### config.mk
export PLATFORM = sky130hd
export DESIGN_NAME = port_b_handshake
export DESIGN_NICKNAME = d
export VERILOG_FILES = /design/src/rtl/ppi_pkg.sv /design/src/rtl/ppi_edge_sync.sv /design/src/rtl/port_b_handshake.sv
export SDC_FILE = /design/constraint.sdc
export NUM_CORES = 1
export LEC_CHECK = 0
export ABC_AREA = 0
export CAP_MARGIN = 20
export CELL_PAD_IN_SITES_DETAIL_PLACEMENT = 1
export CELL_PAD_IN_SITES_GLOBAL_PLACEMENT = 1
export CORE_AREA = 2 2 57 99
export CTS_CLUSTER_DIAMETER = 150
export DETAILED_ROUTE_END_ITERATION = 10
export DIE_AREA = 0 0 59 101
export PLACE_DENSITY_LB_ADDON = 0.3
export SYNTH_ARGS = -nofsm -noshare
export SYNTH_HDL_FRONTEND = slang
export SYNTH_SLANG_ARGS = --single-unit
### constraint.sdc
create_clock -name clk -period 3.6 [get_ports clk]
set_clock_uncertainty 0.15 [all_clocks]
set_input_delay 0.36 -clock clk [delete_from_list [all_inputs] [get_ports clk]]
set_output_delay 0.36 -clock clk [all_outputs]
set_load 0.1 [all_outputs]
### src/rtl/ppi_pkg.sv
// Shared 8255 PPI constants: control-word fields, BSR codes, port C roles, reset values.
// PORTB_SYNC_EN selects a 2-flop pin synchronizer instead of a single sampling flop.
package ppi_pkg;

  localparam int MODE_FLAG = 7;
  localparam int GB_MODE   = 2;
  localparam int PB_DIR    = 1;
  localparam int PCL_DIR   = 0;

  localparam logic [2:0] BSR_SEL_PC2 = 3'b010;

  localparam int PC_INTR_B    = 0;
  localparam int PC_IBF_OBF_B = 1;
  localparam int PC_STB_ACK_B = 2;

  localparam logic RST_IBF   = 1'b0;
  localparam logic RST_OBF_N = 1'b1;
  localparam logic RST_INTR  = 1'b0;
  localparam logic RST_INTE  = 1'b0;
  localparam logic RST_PIN   = 1'b1;

`ifdef PORTB_SYNC_EN
  localparam int SYNC_DEPTH = 2;
`else
  localparam int SYNC_DEPTH = 1;
`endif

  typedef struct packed {
    logic inte;
    logic hs;
    logic intr;
  } pc_lo_stat_t;

  function automatic pc_lo_stat_t pack_pc_lo(input logic inte, input logic hs, input logic intr);
    pc_lo_stat_t s;
    s.inte = inte;
    s.hs   = hs;
    s.intr = intr;
    return s;
  endfunction

endpackage

### src/rtl/ppi_edge_sync.sv
// Pin synchronizer (depth from ppi_pkg, set by PORTB_SYNC_EN) with registered rise/fall pulses.
module ppi_edge_sync
  import ppi_pkg::*;
#(
  parameter int DEPTH = SYNC_DEPTH
) (
  input  logic clk,
  input  logic rst_n,
  input  logic din,
  output logic rise,
  output logic fall
);

  logic [DEPTH-1:0] sync_q, sync_d;
  logic             prev_q, prev_d;
  logic             rise_q, rise_d;
  logic             fall_q, fall_d;
  logic             level;

  assign level = sync_q[DEPTH-1];

  always_comb begin
    sync_d[0] = din;
    for (int i = 1; i < DEPTH; i++) begin
      sync_d[i] = sync_q[i-1];
    end
    prev_d = level;
    rise_d = level & ~prev_q;
    fall_d = ~level & prev_q;
  end

  // Idle-high reset so a released reset never fabricates an edge on a quiet pin.
  always_ff @(posedge clk) begin
    if (!rst_n) begin
      sync_q <= {DEPTH{RST_PIN}};
      prev_q <= RST_PIN;
      rise_q <= 1'b0;
      fall_q <= 1'b0;
    end else begin
      sync_q <= sync_d;
      prev_q <= prev_d;
      rise_q <= rise_d;
      fall_q <= fall_d;
    end
  end

  assign rise = rise_q;
  assign fall = fall_q;

endmodule

### src/rtl/port_b_handshake.sv
// 8255 port B controller: mode 0 plain port, mode 1 strobed input/output with STB/ACK, IBF/OBF, INTR.
// PORTB_SYNC_EN adds a second synchronizer stage on stb_ack_n and pb_in.
module port_b_handshake
  import ppi_pkg::*;
#(
  parameter int DW = 8
) (
  input  logic          clk,
  input  logic          rst_n,
  input  logic          ctrl_wr,
  input  logic          mode1,
  input  logic          pb_out_dir,
  input  logic          bsr_wr,
  input  logic [2:0]    bsr_sel,
  input  logic          bsr_val,
  input  logic          wr_pb,
  input  logic          rd_pb,
  input  logic [DW-1:0] wr_data,
  output logic [DW-1:0] rd_data,
  input  logic [DW-1:0] pb_in,
  output logic [DW-1:0] pb_out,
  output logic          pb_oe,
  input  logic          stb_ack_n,
  output logic          pc1_hs,
  output logic          pc0_intr,
  output logic          hs_oe,
  output logic [2:0]    pc_lo_stat
);

  logic stb_rise, stb_fall;

  ppi_edge_sync #(.DEPTH(SYNC_DEPTH)) u_stb_sync (
    .clk  (clk),
    .rst_n(rst_n),
    .din  (stb_ack_n),
    .rise (stb_rise),
    .fall (stb_fall)
  );

  // Data follows the strobe pipeline one stage longer, matching the registered edge pulse.
  logic [DW-1:0] pb_sync_q [SYNC_DEPTH];
  logic [DW-1:0] pb_sync_d [SYNC_DEPTH];
  logic [DW-1:0] pb_dly_q, pb_dly_d;

  logic [DW-1:0] pb_out_q, pb_out_d;
  logic [DW-1:0] rd_data_q, rd_data_d;
  logic [DW-1:0] latch_q, latch_d;
  logic          pb_oe_q, pb_oe_d;
  logic          mode1_q, mode1_d;
  logic          ibf_q, ibf_d;
  logic          obf_n_q, obf_n_d;
  logic          intr_q, intr_d;
  logic          inte_q, inte_d;

  always_comb begin
    pb_sync_d[0] = pb_in;
    for (int i = 1; i < SYNC_DEPTH; i++) begin
      pb_sync_d[i] = pb_sync_q[i-1];
    end
    pb_dly_d = pb_sync_q[SYNC_DEPTH-1];
  end

  always_comb begin
    pb_out_d  = pb_out_q;
    rd_data_d = rd_data_q;
    latch_d   = latch_q;
    pb_oe_d   = pb_oe_q;
    mode1_d   = mode1_q;
    ibf_d     = ibf_q;
    obf_n_d   = obf_n_q;
    intr_d    = intr_q;
    inte_d    = inte_q;

    if (ctrl_wr) begin
      pb_out_d  = '0;
      rd_data_d = '0;
      latch_d   = '0;
      pb_oe_d   = pb_out_dir;
      mode1_d   = mode1;
      ibf_d     = RST_IBF;
      obf_n_d   = RST_OBF_N;
      intr_d    = RST_INTR;
      inte_d    = RST_INTE;
    end else begin
      if (bsr_wr && (bsr_sel == BSR_SEL_PC2)) begin
        inte_d = bsr_val;
      end

      if (!mode1_q) begin
        if (wr_pb) pb_out_d = wr_data;
        if (rd_pb) rd_data_d = pb_in;
      end else if (!pb_oe_q) begin
        // Ordering gives the read's clear priority over a rise, and a new fall priority over the read.
        if (wr_pb) pb_out_d = wr_data;
        if (stb_rise && ibf_q) intr_d = 1'b1;
        if (rd_pb) begin
          rd_data_d = latch_q;
          ibf_d     = 1'b0;
          intr_d    = 1'b0;
        end
        if (stb_fall) begin
          latch_d = pb_dly_q;
          ibf_d   = 1'b1;
        end
      end else begin
        if (stb_fall) obf_n_d = 1'b1;
        if (stb_rise && obf_n_q) intr_d = 1'b1;
        if (wr_pb) begin
          pb_out_d = wr_data;
          obf_n_d  = 1'b0;
          intr_d   = 1'b0;
        end
        if (rd_pb) rd_data_d = pb_out_q;
      end
    end
  end

  always_ff @(posedge clk) begin
    if (!rst_n) begin
      for (int i = 0; i < SYNC_DEPTH; i++) begin
        pb_sync_q[i] <= '0;
      end
      pb_dly_q  <= '0;
      pb_out_q  <= '0;
      rd_data_q <= '0;
      latch_q   <= '0;
      pb_oe_q   <= 1'b0;
      mode1_q   <= 1'b0;
      ibf_q     <= RST_IBF;
      obf_n_q   <= RST_OBF_N;
      intr_q    <= RST_INTR;
      inte_q    <= RST_INTE;
    end else begin
      pb_sync_q <= pb_sync_d;
      pb_dly_q  <= pb_dly_d;
      pb_out_q  <= pb_out_d;
      rd_data_q <= rd_data_d;
      latch_q   <= latch_d;
      pb_oe_q   <= pb_oe_d;
      mode1_q   <= mode1_d;
      ibf_q     <= ibf_d;
      obf_n_q   <= obf_n_d;
      intr_q    <= intr_d;
      inte_q    <= inte_d;
    end
  end

  assign pb_out     = pb_out_q;
  assign pb_oe      = pb_oe_q;
  assign rd_data    = rd_data_q;
  assign hs_oe      = mode1_q;
  assign pc1_hs     = pb_oe_q ? obf_n_q : ibf_q;
  assign pc0_intr   = intr_q & inte_q;
  assign pc_lo_stat = pack_pc_lo(inte_q, pc1_hs, pc0_intr);

endmodule
**Yosys cells after proc, flatten, opt, wreduce, memory -nomap -nowiden**

Index checks and enable logic that the tools add are counted.

- Output and inout port bits: 23
- Word-level logic and storage cells: 50
- Flip-flop bits (word level): 50
- Input port bits: 29

- Equality and inequality tests: 2
- Bitwise logic cells: 7
- Reduce and logical (&&, ||, !) cells: 11
- Mux-type cells: 15

Operators by type and width:

| kind | count |
|---|---|
| 8-bit 2-to-1 mux | 5 |
| 3-bit AND reduction | 4 |
| 1-bit 2-to-1 mux | 10 |
| 1-bit NOT | 4 |
| 2-bit nonzero test | 2 |
| 1-bit bitwise AND | 3 |
| 3-bit by 2-bit == test with 1-bit output, second input constant | 1 |
| 1-bit logical AND | 3 |
| 3-bit by 2-bit inequality test with 1-bit output, second input constant | 1 |
| 3-bit nonzero test | 1 |
| 2-bit OR reduction | 1 |

**Depth between registers and ports, before layout**

- Depth after elaboration: 4
- Gate-level depth with buffers: 5
- Gate-level depth less buffers: 3

**By module**

A second synthesis with hierarchy kept.

- Cells, all modules: 178
- Area total of the unflattened synthesis: 1,906.8 sq um

By module, submodules not included:

| module | cells an instance | area each (sq um) | sequential area each (sq um) | instances |
|---|---|---|---|---|
| port_b_handshake | 170 | 1,796.7 | 920.9 | 1 |
| ppi_edge_sync | 8 | 110.1 | 80.1 | 1 |

**Worst setup path before layout**

Ideal clock, no wire load.

- Path type: reg2out
- Start point: register pb_oe_q (netlist: pb_oe)
- End point: output pc_lo_stat[1]
- Setup slack: 1.028 ns
- Stages on the path, launching flop included: 3
- Path buffers: 1
- Data required time: 3.090 ns
- Data arrival time: 2.062 ns
- Path through: dfxtp_1 mux2_2 buf_4

- Longest elaborated chain between the ends: 1

RTL lines:

| element | line | RTL |
|---|---|---|
| start: declaration | port_b_handshake.sv:48 | `logic pb_oe_q, pb_oe_d;` |
| start signal: assignment | port_b_handshake.sv:139 | `pb_oe_q <= pb_oe_d;` |
| 1-bit 2-to-1 mux | port_b_handshake.sv:152 | `assign pc1_hs = pb_oe_q ? obf_n_q : ibf_q;` |
| end: declaration | port_b_handshake.sv:27 | `output logic [2:0] pc_lo_stat` |

Every way passes these cells.

**Final worst setup path**

- Start point: register intr_q
- End point: output pc0_intr

- Longest elaborated chain between the ends: 1

RTL lines:

| element | line | RTL |
|---|---|---|
| start: declaration | port_b_handshake.sv:52 | `logic intr_q, intr_d;` |
| start signal: assignment | port_b_handshake.sv:143 | `intr_q <= intr_d;` |
| 1-bit bitwise AND | port_b_handshake.sv:153 | `assign pc0_intr = intr_q & inte_q;` |
| end: declaration | port_b_handshake.sv:25 | `output logic pc0_intr,` |

Every way passes these cells.

==> out/summary.md <==
Logic synthesis
- cell types with the highest counts after synthesis: sky130_fd_sc_hd__dfxtp_1, sky130_fd_sc_hd__mux2i_1, sky130_fd_sc_hd__nor2_1
- average cell area after synthesis: 10.4 µm²
- sequential fraction of the synthesis area: 0.533
- post-synth cell types: 24
- synthesized flop and latch total: 50
- cell with the most instances after synthesis: sky130_fd_sc_hd__dfxtp_1
- post-synth top area share: 0.533
- syn nets: 209
- number of flops mapped to enable cells by yosys: 0
- synthesized area: 0.00188 mm²
- largest area contributor in the synthesized netlist: sky130_fd_sc_hd__dfxtp_1
- Main synth FF type: sky130_fd_sc_hd__dfxtp_1
- proportion of register bits with asynchronous set or reset after synthesis: 0
- number of standard cells after synthesis: 180
- count of synthesis-stage warnings from yosys: 0
- Synth area leaders: sky130_fd_sc_hd__dfxtp_1, sky130_fd_sc_hd__mux2i_1, sky130_fd_sc_hd__and2_1

Placed design
- placed wire-length estimate: 2880 µm
- RePlAce Congestion: 0.683
- count of input and output buffers: 51

Clock tree
- total clock sinks: 50
- Setup Fix Bufs, Post-CTS: 0
- CTS clk-pin slew, worst paths: 0.09 ns
- number of levels the H-tree was split into: 2
- clock latency reported for the late side of the worst-skew pair: 0.30 ns
- Max Buffers Root-to-Sink: 2
- total CTS buffers: 5
- CTS tree: done
- post-CTS resize count: 0
- Root Buffer Master: sky130_fd_sc_hd__clkbuf_8
- hold buffer count at cts: 0

Critical path
- capture instance of the worst register-to-register path: latch_q[5]
- cell count of the worst reg-to-reg path: 3
- Data arrival, critical path: 1.92 ns
- Crit Reg-Reg Startpoint: pb_oe
- startpoint types: register
- worst reg-to-reg setup slack: 1.59 ns
- CP Max Fanout: 2
- data required time at the worst endpoint: 3.09 ns
- crit path kind: register to output port
- type of element capturing the critical path: output port

STA
- count of endpoints failing setup in the final report: 0
- worst rel slew slack: 0.345
- total count of hold-check failures in the final report: 0
- worst hold slack after final layout: 0.284 ns
- part of the cycle the worst path needs: 0.676
- post-route minimum period: 2.43 ns
- final max-slew violation count: 0
- RSZ-0062 raised after global routing: no
- Sum Neg Setup Slack: 0 ns
- Tightest Pin Transition: 0.980 ns
- maximum clock frequency: 0.411 GHz

GRT
- maximum number of pins on one net before global-route repair: 25
- aggregate global routing overflow: 0
- antenna violations before repair: 0
- met3 Resource Use GR: 0.0270
- global routing usage on met2: 0.252
- global-route usage over all layers: 0.150
- peak-usage layer in the global routing report: met2
- wire length of the first global-routing pass: 6910 µm
- met1 usage: 0.185
- number of global-route vias before repair: 1465

Outcome
- run status: completed

Routing
- drt first-iter violations: 16
- number of nets with antenna violations after detailed routing: 0
- Avg WL per Cell: 14.3 µm
- post-route DRC violation count: 0
- 1st-pass router iterations: 2
- drt via density: 4.89
- via count of the routed design: 1365
- overall routed net length: 4000 µm

Hold path
- hold path cells: 2
- worst min path class: register to register
- worst hold path startpoint: u_stb_sync.prev_q
- Worst Hold Endpoint: u_stb_sync.fall

Power and ir drop
- highest ir drop seen on vdd: 274 µV
- switching pwr: 0.290 mW
- proportion of power drawn by flip-flops and latches: 0.479
- cell internal power dissipation: 0.928 mW
- leakage power total: 1.01 nW
- Combinational Power Share: 0.132
- fraction of power spent switching nets: 0.238
- Cell Pwr Density: 489 mW/mm²
- clock power share: 0.389

Final layout
- Area growth syn-to-layout: 32.6%
- layout filler cell count: 583
- area taken by flip-flops and latches: 0.00100 mm²
- n_diodes: 0
- final net count: 252
- layout cells sized above 1: 0.0982
- footprint of the multi-input gates: 768 µm²

Die
- horizontal die dimension: 59 µm
- full die area: 0.00596 mm²
- I/O pin total: 52
- core region area: 0.00517 mm²
- initial core utilization: 0.364
- # rows: 35
- die height: 101 µm

Job
- maximum capacitance violations: 0

-- registers in the layout (all words and copies together), names as in the netlist, 8 cells and up --
name,count
pb_out,8
pb_dly_d,8
latch_q,8
pb_dly_q,8
rd_data,8
-- critical path, stage by stage, from the launching register on --
cell	delay, ns
sky130_fd_sc_hd__dfxtp_1	0.35
sky130_fd_sc_hd__and2_1	0.14
sky130_fd_sc_hd__clkdlybuf4s50_1	1.13
-- logic make-up (layout without fill, tap and decap cells) --
family	after synthesis	in the layout	share of synthesized area
flip-flops	50	50	0.533
multiplexers	21	21	0.113
buffers and inverters	17	61	0.0586
AND/OR/NAND/NOR	63	63	0.196
AO/OA/AOI/OAI	29	29	0.0992
-- layer usage --
layer	part of all wire	routed length, µm	vias up
met1	0.43	1730	635
li1	-	-	687
met4	0.016	65	0
met2	0.51	2050	37
met5	0	0	-
met3	0.040	159	6
-- stage by stage --
step	cells	utilization	power (mW)	setup slack [ns]	area, µm²
floorplan	180	-	0.705	1.03	1880
global placement	271	0.455	0.758	1.27	2350
detailed placement	271	0.455	0.760	1.21	2350
CTS	279	0.482	1.24	1.14	2490
global route	279	0.482	1.27	1.09	2490
finish	279	0.482	1.22	1.17	2490
-- area by class of cell --
cell class                      count  share of cell area
Clock buffer                        6              0.0331
Clock inverter                      2              0.0241
Inverter                            1             0.00151
Multi-Input combinational cell    113               0.308
Sequential cell                    50               0.402
Tap cell                           55              0.0276
Timing Repair Buffer               52               0.204
-- worst max path at each step --
stage / start / end / slack (ns) / depth (start not counted)
3_3_place_gp: rd_pb / rd_data[1] / 1.27 / 4
4_1_cts: intr_q / pc0_intr / 1.14 / 2
5_1_grt: inte_q / pc0_intr / 1.09 / 2
3_5_place_dp: rd_pb / rd_data[2] / 1.21 / 4
2_1_floorplan: pb_oe / pc_lo_stat[1] / 1.03 / 2
6_report: intr_q / pc0_intr / 1.17 / 2
-- power groups by stage --
stage | Sequential (mW) | Clock, mW | Combinational, mW
finish | 0.584 | 0.473 | 0.161
CTS | 0.584 | 0.488 | 0.163
global route | 0.587 | 0.511 | 0.172
detailed placement | 0.597 | 0 | 0.163
global placement | 0.597 | 0 | 0.161
floorplan | 0.641 | 0 | 0.0637
-- cell usage in the layout (no fill, tap or decap) --
| cell type | netlist | layout |
|---|---|---|
| sky130_fd_sc_hd__dfxtp_1 | 50 | 50 |
| sky130_fd_sc_hd__o2111ai_1 | 8 | 8 |
| sky130_fd_sc_hd__nor4bb_1 | 1 | 1 |
| sky130_fd_sc_hd__nand2b_1 | 11 | 11 |
| sky130_fd_sc_hd__inv_1 | 1 | 1 |
| sky130_fd_sc_hd__clkdlybuf4s50_1 | 0 | 47 |
| sky130_fd_sc_hd__a211oi_2 | 1 | 1 |
| sky130_fd_sc_hd__bufinv_16 | 0 | 2 |
| sky130_fd_sc_hd__a31oi_1 | 3 | 3 |
| sky130_fd_sc_hd__mux2_2 | 2 | 2 |
| sky130_fd_sc_hd__buf_4 | 5 | 5 |
| sky130_fd_sc_hd__and2_1 | 17 | 17 |
| sky130_fd_sc_hd__mux2i_1 | 19 | 19 |
| sky130_fd_sc_hd__and2b_2 | 5 | 5 |
| sky130_fd_sc_hd__and2b_1 | 3 | 3 |
| sky130_fd_sc_hd__nand3b_1 | 2 | 2 |
| sky130_fd_sc_hd__nor2_1 | 18 | 18 |
| sky130_fd_sc_hd__and3_1 | 1 | 1 |
| sky130_fd_sc_hd__or2_2 | 1 | 1 |
| sky130_fd_sc_hd__nor2b_1 | 3 | 3 |
| sky130_fd_sc_hd__clkbuf_8 | 0 | 6 |
| sky130_fd_sc_hd__nand2_1 | 1 | 1 |
| sky130_fd_sc_hd__a21oi_1 | 17 | 17 |
No activity file was read; power rests on OpenSTA's default activity.
